**config.mk**
```make
export PLATFORM = sky130hd
export DESIGN_NAME = fetch_pc_unit
export DESIGN_NICKNAME = d
export VERILOG_FILES = /design/src/rtl/fetch_pc_unit_pkg.sv /design/src/rtl/fetch_pc_unit_next_pc_sel.sv /design/src/rtl/fetch_pc_unit.sv
export SDC_FILE = /design/constraint.sdc
export NUM_CORES = 1
export LEC_CHECK = 0
export CORE_ASPECT_RATIO = 0.5
export CORE_UTILIZATION = 45
export CTS_CLUSTER_DIAMETER = 200
export DETAILED_ROUTE_END_ITERATION = 12
export DONT_BUFFER_PORTS = 1
export MAX_ROUTING_LAYER = met4
export PLACE_DENSITY = 0.7
export SETUP_SLACK_MARGIN = 0.4
export SYNTH_ARGS = -nofsm -noshare
export SYNTH_HDL_FRONTEND = slang
export SYNTH_SLANG_ARGS = --single-unit
```
**constraint.sdc**
```tcl
create_clock -name clk -period 4.1 [get_ports clk]
set_clock_uncertainty 0.05 [all_clocks]
set_input_delay 0.41 -clock clk [delete_from_list [all_inputs] [get_ports clk]]
set_output_delay 0.41 -clock clk [all_outputs]
set_load 0.02 [all_outputs]
```
**src/rtl/fetch_pc_unit_pkg.sv**
```systemverilog
// Shared types for the instruction-fetch stage:
// FSM states, redirect sources, output-buffer bundle.
package fetch_pc_unit_pkg;

    localparam logic [31:0] RESET_PC_DEF = 32'h0000_3000;

    typedef enum logic [1:0] {
        ST_REQ  = 2'd0,
        ST_WAIT = 2'd1,
        ST_HOLD = 2'd2
    } fetch_state_t;

    // Declared in descending redirect priority.
    typedef enum logic [1:0] {
        RD_NONE = 2'd0,
        RD_BR   = 2'd1,
        RD_JR   = 2'd2,
        RD_JMP  = 2'd3
    } redir_src_t;

    typedef struct packed {
        logic [31:0] instr;
        logic [31:0] pc;
        logic [31:0] pc4;
    } if_buf_t;

    function automatic logic [31:0] word_align(input logic [31:0] a);
        return {a[31:2], 2'b00};
    endfunction

endpackage

```
**src/rtl/fetch_pc_unit_next_pc_sel.sv**
```systemverilog
// Redirect target mux: branch > jr > jump.
// Ports: redirect request inputs in; redirect flag and raw target out.
module fetch_pc_unit_next_pc_sel
    import fetch_pc_unit_pkg::*;
(
    input  logic        br_taken,
    input  logic [31:0] br_pc4,
    input  logic [31:0] br_offset,
    input  logic        jmp_valid,
    input  logic [31:0] jmp_target,
    input  logic        jr_valid,
    input  logic [31:0] jr_target,
    output logic        redirect,
    output logic [31:0] target
);

    redir_src_t  src;
    logic [31:0] br_target;

    // Word offset scaled to bytes; wraps mod 2^32.
    assign br_target = br_pc4 + (br_offset << 2);

    always_comb begin
        src = RD_NONE;
        if (br_taken) begin
            src = RD_BR;
        end else if (jr_valid) begin
            src = RD_JR;
        end else if (jmp_valid) begin
            src = RD_JMP;
        end
    end

    always_comb begin
        target = 32'h0;
        unique case (src)
            RD_BR:   target = br_target;
            RD_JR:   target = jr_target;
            RD_JMP:  target = jmp_target;
            default: target = 32'h0;
        endcase
    end

    assign redirect = (src != RD_NONE);

endmodule

```
**src/rtl/fetch_pc_unit.sv**
```systemverilog
// Fetch stage: PC register, one-outstanding imem reads,
// 1-entry valid/ready buffer toward decode.
// Ports: clk/rst; br_*/jmp_*/jr_* redirects; imem_* request
// and response; if_* decode buffer with id_ready; misalign pulse.
module fetch_pc_unit
    import fetch_pc_unit_pkg::*;
#(
    parameter logic [31:0] RESET_PC = RESET_PC_DEF
) (
    input  logic        clk,
    input  logic        rst,
    input  logic        br_taken,
    input  logic [31:0] br_pc4,
    input  logic [31:0] br_offset,
    input  logic        jmp_valid,
    input  logic [31:0] jmp_target,
    input  logic        jr_valid,
    input  logic [31:0] jr_target,
    output logic        imem_req,
    output logic [31:0] imem_addr,
    input  logic        imem_ready,
    input  logic        imem_rvalid,
    input  logic [31:0] imem_rdata,
    output logic        if_valid,
    output logic [31:0] if_instr,
    output logic [31:0] if_pc,
    output logic [31:0] if_pc4,
    input  logic        id_ready,
    output logic        misalign
);

    fetch_state_t state, state_n;
    logic [31:0]  pc, pc_n, pc_plus4;
    logic         kill, kill_n;
    logic         valid_n, mis_n;
    if_buf_t      buf_q, buf_n;
    logic         redirect, accept;
    logic [31:0]  target;

    fetch_pc_unit_next_pc_sel u_sel (
        .br_taken   (br_taken),
        .br_pc4     (br_pc4),
        .br_offset  (br_offset),
        .jmp_valid  (jmp_valid),
        .jmp_target (jmp_target),
        .jr_valid   (jr_valid),
        .jr_target  (jr_target),
        .redirect   (redirect),
        .target     (target)
    );

    assign pc_plus4  = pc + 32'd4;
    assign imem_req  = (state == ST_REQ);
    assign imem_addr = pc;
    assign accept    = imem_req & imem_ready;

    always_comb begin
        state_n = state;
        pc_n    = pc;
        kill_n  = kill;
        valid_n = if_valid;
        buf_n   = buf_q;
        mis_n   = 1'b0;
        unique case (state)
            ST_REQ: begin
                if (accept) state_n = ST_WAIT;
            end
            ST_WAIT: begin
                if (imem_rvalid) begin
                    if (kill) begin
                        kill_n  = 1'b0;
                        state_n = ST_REQ;
                    end else begin
                        buf_n   = '{instr: imem_rdata,
                                    pc:    pc,
                                    pc4:   pc_plus4};
                        valid_n = 1'b1;
                        pc_n    = pc_plus4;
                        state_n = ST_HOLD;
                    end
                end
            end
            ST_HOLD: begin
                if (id_ready) begin
                    valid_n = 1'b0;
                    state_n = ST_REQ;
                end
            end
            default: state_n = ST_REQ;
        endcase

        // Redirect overrides everything; a read still in flight
        // must be drained and its data thrown away via kill.
        if (redirect) begin
            pc_n    = word_align(target);
            valid_n = 1'b0;
            buf_n   = buf_q;
            mis_n   = |target[1:0];
            if ((state == ST_WAIT && !imem_rvalid) || accept) begin
                kill_n  = 1'b1;
                state_n = ST_WAIT;
            end else begin
                kill_n  = 1'b0;
                state_n = ST_REQ;
            end
        end
    end

    always_ff @(posedge clk) begin
        if (rst) begin
            state    <= ST_REQ;
            pc       <= RESET_PC;
            kill     <= 1'b0;
            if_valid <= 1'b0;
            buf_q    <= '0;
            misalign <= 1'b0;
        end else begin
            state    <= state_n;
            pc       <= pc_n;
            kill     <= kill_n;
            if_valid <= valid_n;
            buf_q    <= buf_n;
            misalign <= mis_n;
        end
    end

    assign if_instr = buf_q.instr;
    assign if_pc    = buf_q.pc;
    assign if_pc4   = buf_q.pc4;

endmodule

```
### Word-level counts from Yosys, hierarchy flattened

Index checks and enable logic that the tools add are counted.

| cells by class | value |
|---|---|
| $add $sub $neg | 2 |
| multiply operators | 0 |
| divide/modulo/power cells | 0 |
| magnitude comparators | 0 |
| equal/unequal tests | 12 |
| shifts and indexed selects | 0 |
| muxes and demuxes | 23 |
| bitwise gates (word level) | 3 |
| reductions and logical operators | 17 |

Operators with widths:

| cell | count |
|---|---|
| $mux W32 | 4 |
| $pmux W32 S3 | 1 |
| $add A32 B3 Y32 const B | 1 |
| $add A32 B32 Y32 | 1 |
| $mux W2 | 8 |
| $reduce_and A3 Y1 | 3 |
| $mux W1 | 8 |
| $reduce_and A4 Y1 | 2 |
| $reduce_bool A2 Y1 | 4 |
| $eq A2 B2 Y1 const B | 3 |
| $ne A2 B2 Y1 const B | 3 |
| $ne A3 B3 Y1 const B | 2 |
| $pmux W2 S3 | 1 |
| $reduce_or A2 Y1 | 3 |
| $eq A2 B1 Y1 const B | 2 |
| $ne A3 B1 Y1 const B | 1 |
| $logic_not A2 Y1 | 1 |
| $ne A2 B1 Y1 const B | 1 |
| $not A1 Y1 | 2 |
| $pmux W1 S2 | 1 |
| $reduce_and A2 Y1 | 1 |
| $and A1 B1 Y1 | 1 |
| $logic_and A1 B1 Y1 | 1 |
| $logic_not A1 Y1 | 1 |
| $logic_or A1 B1 Y1 | 1 |

| word-level totals | value |
|---|---|
| flip-flop bits (word level) | 133 |
| latch bits | 0 |
| RAM bits | 0 |
| memory bits (read-only) | 0 |
| bits of input ports | 168 |
| output and inout port bits | 131 |
| logic and storage cells | 66 |
| memories | 0 |

### Depth between registers and ports, before layout

| logic depth | value |
|---|---|
| depth in word-level cells | 6 |
| depth in mapped cells | 10 |
| mapped depth without buffers | 10 |

### By module

Synthesis repeated with hierarchy kept, for this count alone.

| unflattened totals | value |
|---|---|
| cell total of the unflattened synthesis | 1128 |
| area total of the unflattened synthesis | 8247.9 µm² |

By module, submodules not included:

| module | times used | cells an instance | area an instance (µm²) | seq. area each (µm²) |
|---|---|---|---|---|
| fetch_pc_unit | 1 | 734 | 5790.6 | 2542.4 |
| fetch_pc_unit_next_pc_sel | 1 | 394 | 2457.4 | 0.0 |

### Worst setup path before layout

OpenSTA, ideal clock, no wires.

| timing path | value |
|---|---|
| path type | input to register |
| start point | input port br_pc4[2] |
| end point | register pc[30], in the netlist imem_addr[30] |
| library setup time | 0.127 ns |
| data arrival time | 2.340 ns |
| required time | 3.923 ns |
| path slack | 1.583 ns |
| cell stages on the path | 10 |
| path buffers | 0 |
| path through | ha_1 -> inv_1 -> fa_1 -> nor2b_1 -> o211ai_1 -> a211o_1 -> a31oi_1 -> o21ai_1 -> and4_1 -> or3_1 |

| between the ends | value |
|---|---|
| cells in the longest elaborated chain, start to end | 3 |

Ends and longest elaborated chain:

| item | line | source |
|---|---|---|
| start: declaration | fetch_pc_unit.sv:13 | `input logic [31:0] br_pc4,` |
| $add A32 B32 Y32 | fetch_pc_unit_next_pc_sel.sv:21 | `assign br_target = br_pc4 + (br_offset << 2);` |
| $pmux W32 S3 | fetch_pc_unit_next_pc_sel.sv:36 | `unique case (src)` |
| $mux W32 | fetch_pc_unit.sv:94 | `if (redirect) begin` |
| end signal: assignment | fetch_pc_unit.sv:119 | `pc <= pc_n;` |
| end: declaration | fetch_pc_unit.sv:33 | `logic [31:0] pc, pc_n, pc_plus4;` |

No other way between the ends.
A chain may end at the register's enable or synchronous reset.

### Worst setup path after layout

| timing path | value |
|---|---|
| start point | register pc[2], in the netlist imem_addr[2] |
| end point | register pc[20], in the netlist imem_addr[20] |

| between the ends | value |
|---|---|
| cells in the longest elaborated chain, start to end | 5 |

Ends and longest elaborated chain:

| item | line | source |
|---|---|---|
| $add A32 B3 Y32 | fetch_pc_unit.sv:52 | `assign pc_plus4 = pc + 32'd4;` |
| $mux W32 | fetch_pc_unit.sv:70 | `if (kill) begin` |
| $mux W32 | fetch_pc_unit.sv:69 | `if (imem_rvalid) begin` |
| $mux W32 | fetch_pc_unit.sv:64 | `unique case (state)` |
| $mux W32 | fetch_pc_unit.sv:94 |  |

No other way between the ends. The select of a mux whose other input is x is not followed.

==> impl_metrics.tcl <==
set metrics [dict create \
    drtIter0Drc 562 \
    gr-usage-all-layers 0.261 \
    async_flop_share 0 \
    yosysSeqAreaShare 0.346 \
    endpoint_kind "flop" \
    netlist_area_um2 7340 \
    cts_hold_buf 0 \
    layout_common_cells "175 x nand2_1, 127 x dfxtp_1, 111 x a21oi_1" \
    numCtsBuffers 17 \
    die_y_um 92.3 \
    gp_congestion 0.913 \
    rows 32 \
    cap_viol_max_count 0 \
    dp_hpwl_mm 16.8 \
    wl_met2_mm 9.85 \
    power.switching_uw 992 \
    ctsHtreeMaxLevel 4 \
    drt-vias-per-instance 6.04 \
    cts_buffer_depth 2 \
    synthCells 937 \
    antenna_left 0 \
    outcome "complete, no violations" \
    area_growth_pct 9.22 \
    cts_root_buf "clkbuf_16" \
    synth_edf_count 0 \
    synth_flop_cell "dfxtp_1" \
    pwr-share-seq 0.425 \
    path_class "reg -> reg" \
    hold-worst-slack_ns 0.0636 \
    grt.overflow.total 0 \
    fin_crit_ns 2.88 \
    place.port_buffers 0 \
    drive_above_1_share 0.0625 \
    antenna_found_initial 0 \
    num_vias 6840 \
    path_clk_slew_ns 0.06 \
    critPathRequiredTime_ns 4.33 \
    yosysUniqueCellTypes 69 \
    p_leak_nw 2.77 \
    antenna_cells 0 \
    intPower_mw 2.37 \
    nets 1098 \
    worst_pin_slew_ns 1.12 \
    slew_headroom 0.249 \
    max_freq_mhz 347 \
    coreArea_um2 15700 \
    dr.pass1.iters 7 \
    hold_viol 0 \
    fin_tns_setup_ns 0 \
    grt_start_max_net_pins 127 \
    drv_slew 0 \
    comb_power_share 0.134 \
    top_layer "met4" \
    wl_met3_mm 1.87 \
    yosysWarningCount 0 \
    hold_path.class "in -> reg" \
    final_common_cell "nand2_1" \
    vdd_drop_max_mv 0.248 \
    rsz0062_at_grt "no" \
    post_drt_wl_per_cell_um 19.7 \
    drc_errors 0 \
    grt_pass1_wl_mm 33.1 \
    insertion_delay_ns 0.41 \
    multi_input_area_um2 4490 \
    timing.critical_path.arrival_ns 3.11 \
    initial_core_util 0.469 \
    postCtsSetupBuffers 0 \
    grt_pass1_vias 5856 \
    totalWireLength_mm 22.3 \
    wl_met1_mm 10.2 \
    pwr_density_cell_nw_per_um2 419 \
    cp_max_fo 12 \
    cts_sinks 127 \
    cts_resized 0 \
    setup_violations 0 \
    cts_tree "yes" \
    ys_seq_elements 127 \
    clock_power_share 0.441 \
    worstSetupStartpointType "flop" \
    die_width_um 183 \
    die_area_um2 16900 \
    seqCellArea_um2 2540 \
    fillers 1530 \
    p_sw_frac 0.295 \
    avgSynthCellArea_um2 7.83 \
    ios 299 \
    min_period_over_period 0.703 \
]
-- power groups by stage --
| stage | sequential [mW] | combinational [mW] | clock, mW |
|---|---|---|---|
| finish | 1.43 | 0.452 | 1.48 |
| detailed placement | 1.45 | 0.443 | 0 |
| floorplan | 1.40 | 0.392 | 0 |
| global placement | 1.45 | 0.437 | 0 |
| CTS | 1.43 | 0.447 | 1.51 |
| global route | 1.43 | 0.495 | 1.57 |
-- worst paths after layout --
kind	startpoint	to	slack (ns)	cells after the start
worst max-delay path	imem_addr[2]	imem_addr[20]	1.22	8
worst min register to register	if_instr[30]	if_instr[30]	0.51	2
worst max register to register	imem_addr[2]	imem_addr[20]	1.22	8
worst min-delay path	rst	imem_addr[20]	0.06	1
-- cell type report --
cell class	instances	area share
Clock buffer	18	0.0535
Clock inverter	14	0.0198
Inverter	13	0.00609
Multi-Input combinational cell	732	0.560
Sequential cell	127	0.317
Tap cell	221	0.0345
Timing Repair Buffer	8	0.00905
-- state kept, by name (all words and copies together) (netlist names) --
| register | count |
|---|---|
| if_instr | 32 |
| if_pc4 | 30 |
| if_pc | 30 |
| imem_addr | 30 |
| state | 2 |
| if_valid | 1 |
| kill | 1 |
| misalign | 1 |
-- critical path, stage by stage (launching register included) --
cell and delay, ns:
dfxtp_1 0.65, ha_1 0.35, nand3_4 0.13, nor4_4 0.46, and2_4 0.32, nand2_1 0.09, xnor2_1 0.15, a222oi_1 0.37
o32ai_1 0.16
-- Yosys cell counts (6+ instances only) --
cell	number	area, um^2
and3_1	12	75.1
and4_1	7	61.3
a211oi_1	27	203
dfxtp_1	127	2540
nand4_1	14	87.6
buf_2	10	50.1
clkbuf_1	49	184
nand3_1	27	135
nand2_1	176	661
nor2_1	64	240
nor3_1	12	60.1
o21a_1	7	52.6
a21oi_1	111	556
a21o_1	7	52.6
ha_1	30	375
buf_4	6	45.0
a221oi_1	9	78.8
or3_1	8	50.1
a222oi_1	19	190
and2_1	7	43.8
a31oi_1	11	68.8
o21ai_0	29	145
xnor2_1	40	350
inv_1	12	45.0
o22ai_1	8	50.1
xor2_1	33	289
-- kinds of logic after synthesis --
group / after synthesis / share of synthesized area
AO/OA/AOI/OAI: 267 / 0.236
XOR/XNOR: 73 / 0.0871
adder cells (fa/ha/maj): 31 / 0.0539
buffers and inverters: 83 / 0.0486
flip-flops: 127 / 0.346
multiplexers: 2 / 0.00273
other: 1 / 0.000511
AND/OR/NAND/NOR: 353 / 0.225
-- per-layer routing --
metal  vias to the layer above  track usage
met4                         0       0.0924
li1                       3296            -
met3                        36       0.0385
met1                      3159        0.360
met2                       349        0.388
met5                         -            -
-- through the flow --
stage                     cells  setup WS [ns]  total power [mW]   util  cell area [um^2]
after floorplan             942           1.58              1.79      -              7360
after global placement     1101           1.29              1.89  0.475              7430
after detailed placement   1101           1.27              1.90  0.475              7430
after CTS                  1133           1.24              3.38  0.512              8020
after global routing       1133           1.08              3.50  0.512              8020
final                      1133           1.22              3.36  0.512              8020
No activity file was read; power rests on OpenSTA's default activity.
